$ cat src/rtl/fp_pkg.sv
// Shared definitions for the floating-point compressor/decoder pair.
// Holds the field widths, the decoder state encoding, the sample payload
// layout and the sign-application helper.
package fp_pkg;

  localparam int unsigned EXP_W = 3;
  localparam int unsigned SIG_W = 4;
  localparam int unsigned OUT_W = 12;

  // Decoder state encoding.
  localparam int unsigned ST_W = 2;
  localparam logic [ST_W-1:0] ST_IDLE  = 2'd0;
  localparam logic [ST_W-1:0] ST_SHIFT = 2'd1;
  localparam logic [ST_W-1:0] ST_SIGN  = 2'd2;
  localparam logic [ST_W-1:0] ST_DONE  = 2'd3;

  // One compressed sample as carried on the input bus.
  typedef struct packed {
    logic             sign;
    logic [EXP_W-1:0] exp;
    logic [SIG_W-1:0] sig;
  } sample_t;

  // Turn a magnitude into two's complement; a zero magnitude stays zero
  // regardless of sign, so no negative zero is ever produced.
  function automatic logic [OUT_W-1:0] apply_sign(input logic sign,
                                                  input logic [OUT_W-1:0] mag);
    logic [OUT_W-1:0] neg;
    neg = OUT_W'(~mag + OUT_W'(1));
    return sign ? neg : mag;
  endfunction

endpackage

$ cat src/rtl/fp_to_lin_if.sv
// Sample-in / result-out handshake bundle for fp_to_lin.
//   in_valid/in_ready/in_sign/in_exp/in_sig : compressed sample input
//   out_valid/out_ready/d                   : decoded two's-complement result
// slave  : the decoder side
// master : the producer/consumer side driving the decoder
interface fp_to_lin_if;
  import fp_pkg::*;

  logic             in_valid;
  logic             in_ready;
  logic             in_sign;
  logic [EXP_W-1:0] in_exp;
  logic [SIG_W-1:0] in_sig;
  logic             out_valid;
  logic             out_ready;
  logic [OUT_W-1:0] d;

  modport slave (
    input  in_valid, in_sign, in_exp, in_sig, out_ready,
    output in_ready, out_valid, d
  );

  modport master (
    output in_valid, in_sign, in_exp, in_sig, out_ready,
    input  in_ready, out_valid, d
  );

endinterface

$ cat src/rtl/fp_to_lin.sv
// Iterative floating-point-to-linear decoder.
// Accepts (sign, exp, sig), rebuilds magnitude = sig << exp one bit per
// cycle, applies the sign and holds the 12-bit two's-complement result
// until the consumer takes it.
//   clk : rising-edge clock
//   rst : asynchronous active-high reset
//   bus : fp_to_lin_if.slave (sample input and result output handshakes)
module fp_to_lin
  import fp_pkg::*;
(
  input  logic        clk,
  input  logic        rst,
  fp_to_lin_if.slave  bus
);

  logic [ST_W-1:0]  state;
  logic [ST_W-1:0]  state_next;
  logic             sign_q;
  logic             sign_next;
  logic [OUT_W-1:0] shreg;
  logic [OUT_W-1:0] shreg_next;
  logic [EXP_W-1:0] cnt;
  logic [EXP_W-1:0] cnt_next;
  logic [OUT_W-1:0] d_q;
  logic [OUT_W-1:0] d_next;
  logic             out_valid_q;
  logic             out_valid_next;
  sample_t          in_smp;
  logic             accept;

  // in_ready is combinational so that it falls the instant rst rises.
  assign bus.in_ready  = (state == ST_IDLE) & ~rst;
  assign bus.out_valid = out_valid_q;
  assign bus.d         = d_q;

  assign in_smp = '{sign: bus.in_sign, exp: bus.in_exp, sig: bus.in_sig};
  assign accept = bus.in_valid & bus.in_ready;

  // State register.
  always_ff @(posedge clk or posedge rst) begin
    if (rst) begin
      state <= ST_IDLE;
    end else begin
      state <= state_next;
    end
  end

  // Next-state and datapath next values.
  always_comb begin
    state_next     = state;
    sign_next      = sign_q;
    shreg_next     = shreg;
    cnt_next       = cnt;
    d_next         = d_q;
    out_valid_next = out_valid_q;

    case (state)
      ST_IDLE: begin
        if (accept) begin
          sign_next  = in_smp.sign;
          shreg_next = {{(OUT_W-SIG_W){1'b0}}, in_smp.sig};
          cnt_next   = in_smp.exp;
          state_next = ST_SHIFT;
        end
      end

      ST_SHIFT: begin
        if (cnt != '0) begin
          shreg_next = {shreg[OUT_W-2:0], 1'b0};
          cnt_next   = cnt - EXP_W'(1);
        end else begin
          state_next = ST_SIGN;
        end
      end

      ST_SIGN: begin
        d_next         = apply_sign(sign_q, shreg);
        out_valid_next = 1'b1;
        state_next     = ST_DONE;
      end

      ST_DONE: begin
        // d keeps its value after the handshake; only out_valid drops.
        if (bus.out_ready) begin
          out_valid_next = 1'b0;
          state_next     = ST_IDLE;
        end
      end

      default: begin
        state_next = ST_IDLE;
      end
    endcase
  end

  // Datapath and output registers.
  always_ff @(posedge clk or posedge rst) begin
    if (rst) begin
      sign_q      <= 1'b0;
      shreg       <= '0;
      cnt         <= '0;
      d_q         <= '0;
      out_valid_q <= 1'b0;
    end else begin
      sign_q      <= sign_next;
      shreg       <= shreg_next;
      cnt         <= cnt_next;
      d_q         <= d_next;
      out_valid_q <= out_valid_next;
    end
  end

endmodule
$ cat src/flat_wrapper.sv
// flat-port wrapper written by rule: the top's interface ports become plain ports
module fp_to_lin_flat import fp_pkg::*;
  (clk, rst, bus_in_valid, bus_in_sign, bus_in_exp, bus_in_sig, bus_out_ready, bus_in_ready, bus_out_valid, bus_d);
  fp_to_lin_if bus_i ();
  input  logic clk;
  input  logic rst;
  input wire logic [$bits(bus_i.in_valid)-1:0] bus_in_valid;
  input wire logic [$bits(bus_i.in_sign)-1:0] bus_in_sign;
  input wire logic [$bits(bus_i.in_exp)-1:0] bus_in_exp;
  input wire logic [$bits(bus_i.in_sig)-1:0] bus_in_sig;
  input wire logic [$bits(bus_i.out_ready)-1:0] bus_out_ready;
  output wire logic [$bits(bus_i.in_ready)-1:0] bus_in_ready;
  output wire logic [$bits(bus_i.out_valid)-1:0] bus_out_valid;
  output wire logic [$bits(bus_i.d)-1:0] bus_d;
  assign bus_i.in_valid = bus_in_valid;
  assign bus_i.in_sign = bus_in_sign;
  assign bus_i.in_exp = bus_in_exp;
  assign bus_i.in_sig = bus_in_sig;
  assign bus_i.out_ready = bus_out_ready;
  assign bus_in_ready = bus_i.in_ready;
  assign bus_out_valid = bus_i.out_valid;
  assign bus_d = bus_i.d;
  fp_to_lin u_core (.clk(clk), .rst(rst), .bus(bus_i));
endmodule
$ cat config.mk
export PLATFORM = sky130hd
export DESIGN_NAME = fp_to_lin_flat
export DESIGN_NICKNAME = d
export VERILOG_FILES = /design/src/rtl/fp_pkg.sv /design/src/rtl/fp_to_lin_if.sv /design/src/rtl/fp_to_lin.sv /design/src/flat_wrapper.sv
export SDC_FILE = /design/constraint.sdc
export NUM_CORES = 1
export LEC_CHECK = 0
export ABC_CLOCK_PERIOD_IN_PS = 2200
export BUFFER_PORTS_ARGS = -buffer_cell sky130_fd_sc_hd__buf_2
export CAP_MARGIN = 5
export CELL_PAD_IN_SITES_DETAIL_PLACEMENT = 2
export CELL_PAD_IN_SITES_GLOBAL_PLACEMENT = 2
export CORE_ASPECT_RATIO = 0.6
export CORE_MARGIN = 2
export CORE_UTILIZATION = 34
export DETAILED_ROUTE_END_ITERATION = 8
export GPL_TIMING_DRIVEN = 0
export PLACE_DENSITY = 0.85
export SYNTH_ARGS = -nofsm -noshare
export SYNTH_HDL_FRONTEND = slang
export SYNTH_SLANG_ARGS = --single-unit
$ cat constraint.sdc
create_clock -name clk -period 2.2 [get_ports clk]
set_input_delay 0.44 -clock clk [delete_from_list [all_inputs] [get_ports clk]]
set_output_delay 0.44 -clock clk [all_outputs]
set_load 0.1 [all_outputs]
After elaboration in Yosys (flattened, before gate mapping)

Cells that the tools add are included.

Word-level logic and storage cells: 40
Output and inout port bits: 14
Bits in registers: 31
Bits of input ports: 12

Mux-type cells: 13
Bitwise operators: 4
$add $sub $neg: 2
Equality and inequality tests: 7
Reduce and logical (&&, ||, !) cells: 8

Operators with widths:

| cell                    | count |
|---|---|
| $mux W12                | 3 |
| $pmux W12 S2            | 1 |
| $add A12 B1 Y12 const B | 1 |
| $not A12 Y12            | 1 |
| $pmux W2 S4             | 1 |
| $mux W2                 | 3 |
| $mux W3                 | 2 |
| $pmux W3 S2             | 1 |
| $reduce_and A3 Y1       | 2 |
| $eq A2 B2 Y1 const B    | 2 |
| $ne A2 B1 Y1 const B    | 2 |
| $ne A2 B2 Y1 const B    | 2 |
| $reduce_and A2 Y1       | 2 |
| $reduce_bool A2 Y1      | 2 |
| $reduce_bool A3 Y1      | 1 |
| $sub A3 B1 Y3 const B   | 1 |
| $and A1 B1 Y1           | 2 |
| $eq A2 B1 Y1 const B    | 1 |
| $logic_not A2 Y1        | 1 |
| $pmux W1 S2             | 1 |
| $mux W1                 | 1 |
| $not A1 Y1              | 1 |

Longest topological paths before layout

Word-level depth: 5
Depth in mapped cells: 8
Depth with buffers taken out: 6

Worst setup path after synthesis

No wires, ideal clock.

Path kind: register -> register
From: register u_core.state[0]
To: register u_core.cnt[0]
Data arrival time: 2,637 ps
Setup time: 137 ps
Data required time: 2,063 ps
Stages on the path, launching flop included: 7
Slack: -574 ps
Buffers on the path: 0
Period minus slack after synthesis: 2,774 ps
Cell sequence: dfrtp_1 inv_1 ha_1 nor2b_1 nand2_1 o32ai_1 a21oi_1

Longest elaborated chain between the ends: 5
Elaborated cells on any way between the ends: 9
Those cells by class: 3 x eq/ne; 1 x mux; 2 x bitwise; 3 x reduce/logical

RTL lines:

| item                               | RTL line           | RTL |
|---|---|---|
| start: declaration                 | fp_to_lin.sv:16    | `logic [ST_W-1:0] state;` |
| start signal: assignment           | fp_to_lin.sv:44    | `state <= state_next;` |
| $logic_not A2 Y1                   | fp_to_lin.sv:32    | `assign bus.in_ready = (state == ST_IDLE) & ~rst;` |
| $and A1 B1 Y1                      | fp_to_lin.sv:32    |  |
| via bus_in_ready                   | flat_wrapper.sv:12 | `output wire logic [$bits(bus_i.in_ready)-1:0] bus_in_ready;` |
| $and A1 B1 Y1                      | fp_to_lin.sv:37    | `assign accept = bus.in_valid & bus.in_ready;` |
| $ne A2 B1 Y1 (no source line)      | --                 |  |
| $reduce_and A3 Y1 (no source line) | --                 |  |
| end signal: assignment             | fp_to_lin.sv:107   | `cnt <= cnt_next;` |
| end: declaration                   | fp_to_lin.sv:22    | `logic [EXP_W-1:0] cnt;` |

The timed path passes the listed nets, and every way through them passes these cells.
A chain may end at the register's enable or synchronous reset.

Worst setup path in the final report

From: register u_core.state[0]
To: output port bus_in_ready

Longest elaborated chain between the ends: 2

RTL lines:

| item             | RTL line |
|---|---|
| $logic_not A2 Y1 | fp_to_lin.sv:32 |
| $and A1 B1 Y1    | fp_to_lin.sv:32 |
| end: declaration | flat_wrapper.sv:12 |

No other way between the ends.

==> flow_summary_export.csv <==
group,metric,value,unit
sta,period_share,0.922,
sta,max_slew_margin,0.593,
synth,synthCells,175,
setup_path,cp-start-kind,"flip-flop",
setup_path,reg2reg_from,"u_core.state[0]",
synth,seq_area_frac_synth,0.475,
sta,drv_slew,0,
clocking,cts_sinks,31,
setup_path,cp_cell_sequence,"inv_1 > ha_2 > nor2b_2 > clkbuf_4",
clocking,numCtsBuffers,5,
clocking,root_buffer,"clkbuf_8",
global_routing,antenna_found_initial,0,
clocking,cts_tree,"yes",
sta,hold_ws,0.162,ns
synth,ys_ff_latch,31,
sta,max_clock_freq,0.493,GHz
synth,synth_top_cell_by_area,"dfrtp_1",
clocking,cts_max_path_buffers,2,
die,start_util,0.356,
setup_path,critPathKind,"flip-flop to output port",
sta,rsz0062_at_grt,"no",
global_routing,overflow,0,
global_routing,grt_max_degree,32,
clocking,htree_levels,2,
clocking,clk_latency,0.29,ns
clocking,cts_hold_buf,0,
detailed_routing,drt-vias-per-instance,5.31,
placement,dp_hpwl,3.70,mm
detailed_routing,ant_nets,0,
setup_path,cpMaxStageDelayCell,"dfrtp_1",
synth,synth_top_area_frac,0.475,
setup_path,crit_path_max_incr_delay,0.42,ns
global_routing,grt_pass1_wl,8.45,mm
placement,place_congestion,0.741,
clocking,clkTransAtPathRegs,0.07,ns
sta,period_minus_slack,2.03,ns
detailed_routing,wire_per_inst,18.6,µm
finish,final_area,0.00200,mm²
status,status,"complete, no violations",
synth,syn_nets,194,
detailed_routing,first_pass_iters,4,
global_routing,grt_usage,0.209,
placement,placed_area,0.00184,mm²
detailed_routing,drtIter0Drc,41,
setup_path,worstPathRequired,1.76,ns
flow_run,drv_cap,0,
die,die_x,93.5,µm
synth,syn_area_per_cell,9.33,µm²
sta,setup_viol,0,
detailed_routing,totalWireLength,5.07,mm
die,die_h,57.7,µm
sta,hold_violations,0,
detailed_routing,vias,1445,
die,core,0.00459,mm²
synth,ys_types,36,
synth,yosysWarnings,0,
finish,nets,227,
synth,synth_area_leaders,"dfrtp_1 (48%), nand2_1 (6.0%), o21ai_0 (5.8%)",
global_routing,grt_pass1_vias,1635,
worst_hold_path,min-delay-path-class,"input pin to asynchronous set/reset pin",
die,dieArea,0.00539,mm²
finish,syn_to_final_growth,22.5,%
finish,final-instance-count-excl-fill,272,
placement,placed_cells,263,
setup_path,cp_max_fo,7,
die,std_cell_rows,19,
finish,n_antenna_cell,0,
setup_path,critical_path.endpoint_type,"output port",
synth,synth_edf_count,0,
sta,worst_pin_slew,0.610,ns
finish,drive_gt1_frac,0.220,
placement,port_buffers,25,
synth,ys.flop_type,"dfrtp_1",
synth,syn_area,0.00163,mm²
synth,ys_async_sr_fraction,1.00,
detailed_routing,drc,0,
setup_path,worstPathArrival,1.59,ns
sta,finClkSkew,0.0107,ns
die,io_pins,26,
sta,setup_tns,0,ns
setup_path,startpoint,"u_core.state[0]",
==> synthesized netlist by cell type, types with 2 or more instances <==
cell type  instances
mux2_2             3
mux2i_1            4
o21ai_0           19
clkbuf_1           7
nor2b_1            2
xor2_1             8
dfrtp_1           31
ha_1               7
nand2_1           26
buf_1              3
o31ai_1            3
a21oi_1           14
nor2_1            14
nand2b_1           4
inv_1              9
==> path summary, 6_finish.rpt <==
path,endpoint,slack [ns],depth (start not counted)
min in group clk,u_core.sign_q,0.41,2
min reg2reg,u_core.bus.out_valid,0.51,1
min,u_core.shreg[2],0.16,2
max,bus_in_ready,0.17,4
max in group asynchronous,u_core.shreg[10],1.58,3
max reg2reg,u_core.shreg[11],0.21,8
==> metrics by stage <==
step	worst slack, ns	utilization
final	0.172	0.436
after global routing	0.0302	0.436
after CTS	0.0172	0.427
after detailed placement	-0.000397	0.401
after global placement	0.243	0.401
after floorplan	0.0102	-
==> routing by layer <==
layer	track usage	routed length, µm
met4	0.0525	61
met1	0.256	2240
met3	0.0403	123
met2	0.383	2640
met5	0	0
==> state kept, by name, summed over array words and instances, names as in the netlist <==
| register | cells |
|---|---|
| u_core.state | 2 |
| u_core.bus.d | 12 |
| u_core.shreg | 12 |
| u_core.cnt | 3 |
| u_core.bus.out_valid | 1 |
| u_core.sign_q | 1 |
==> cells by family (layout without fill, tap and decap cells) <==
logic type,after synthesis,after routing,share of synthesized area
AO/OA/AOI/OAI,48,48,0.183
XOR/XNOR,9,9,0.0483
adder cells (fa/ha/maj),7,7,0.0536
buffers and inverters,20,54,0.0467
flip-flops,31,31,0.475
multiplexers,7,7,0.0452
AND/OR/NAND/NOR,53,53,0.148
==> final cells by class <==
class,count,area [µm²]
fillers,517,2590
multi-input cells,124,793
flip-flops and latches,31,776
repair buffers,26,155
clock buffers,6,82.6
well taps,63,78.8
plain buffers,11,45.0
clock inverters,2,35.0
inverters,9,33.8
==> timing repair <==
action / 4_1_cts / 5_1_grt
endpoints found under the hold margin: 0 / 0
buffers inserted: 0 / 0
pin swaps: 0 / 0
gates resized for setup: 2 / 3
gates cloned: 0 / 0
endpoints found under the setup margin: 4 / 7
==> placed cells by master (no fill, tap or decap), types with 2 or more instances in the layout <==
cell,Yosys,layout
mux2i_1,4,4
nor2_1,14,14
buf_1,3,3
xor2_1,8,8
o21ai_0,19,19
ha_1,7,6
clkbuf_1,7,5
nand2_1,26,26
buf_2,0,24
dfrtp_1,31,31
clkbuf_2,1,3
clkbuf_8,0,6
a21oi_1,14,14
inv_1,9,9
o41ai_2,1,2
o31ai_1,3,3
nand2b_1,4,4
mux2_2,3,3
==> critical path, delay by kind of cell, from the launching register on <==
family | cells | cell delay [ns]
AND/OR/NAND/NOR | 1 | 0.18
buffers and inverters | 2 | 0.45
adder cells (fa/ha/maj) | 1 | 0.25
flip-flops | 1 | 0.42
Power is left out: the tool's default activity adds up to more than one toggle a clock period on the data nets, which glitch-free logic cannot reach.
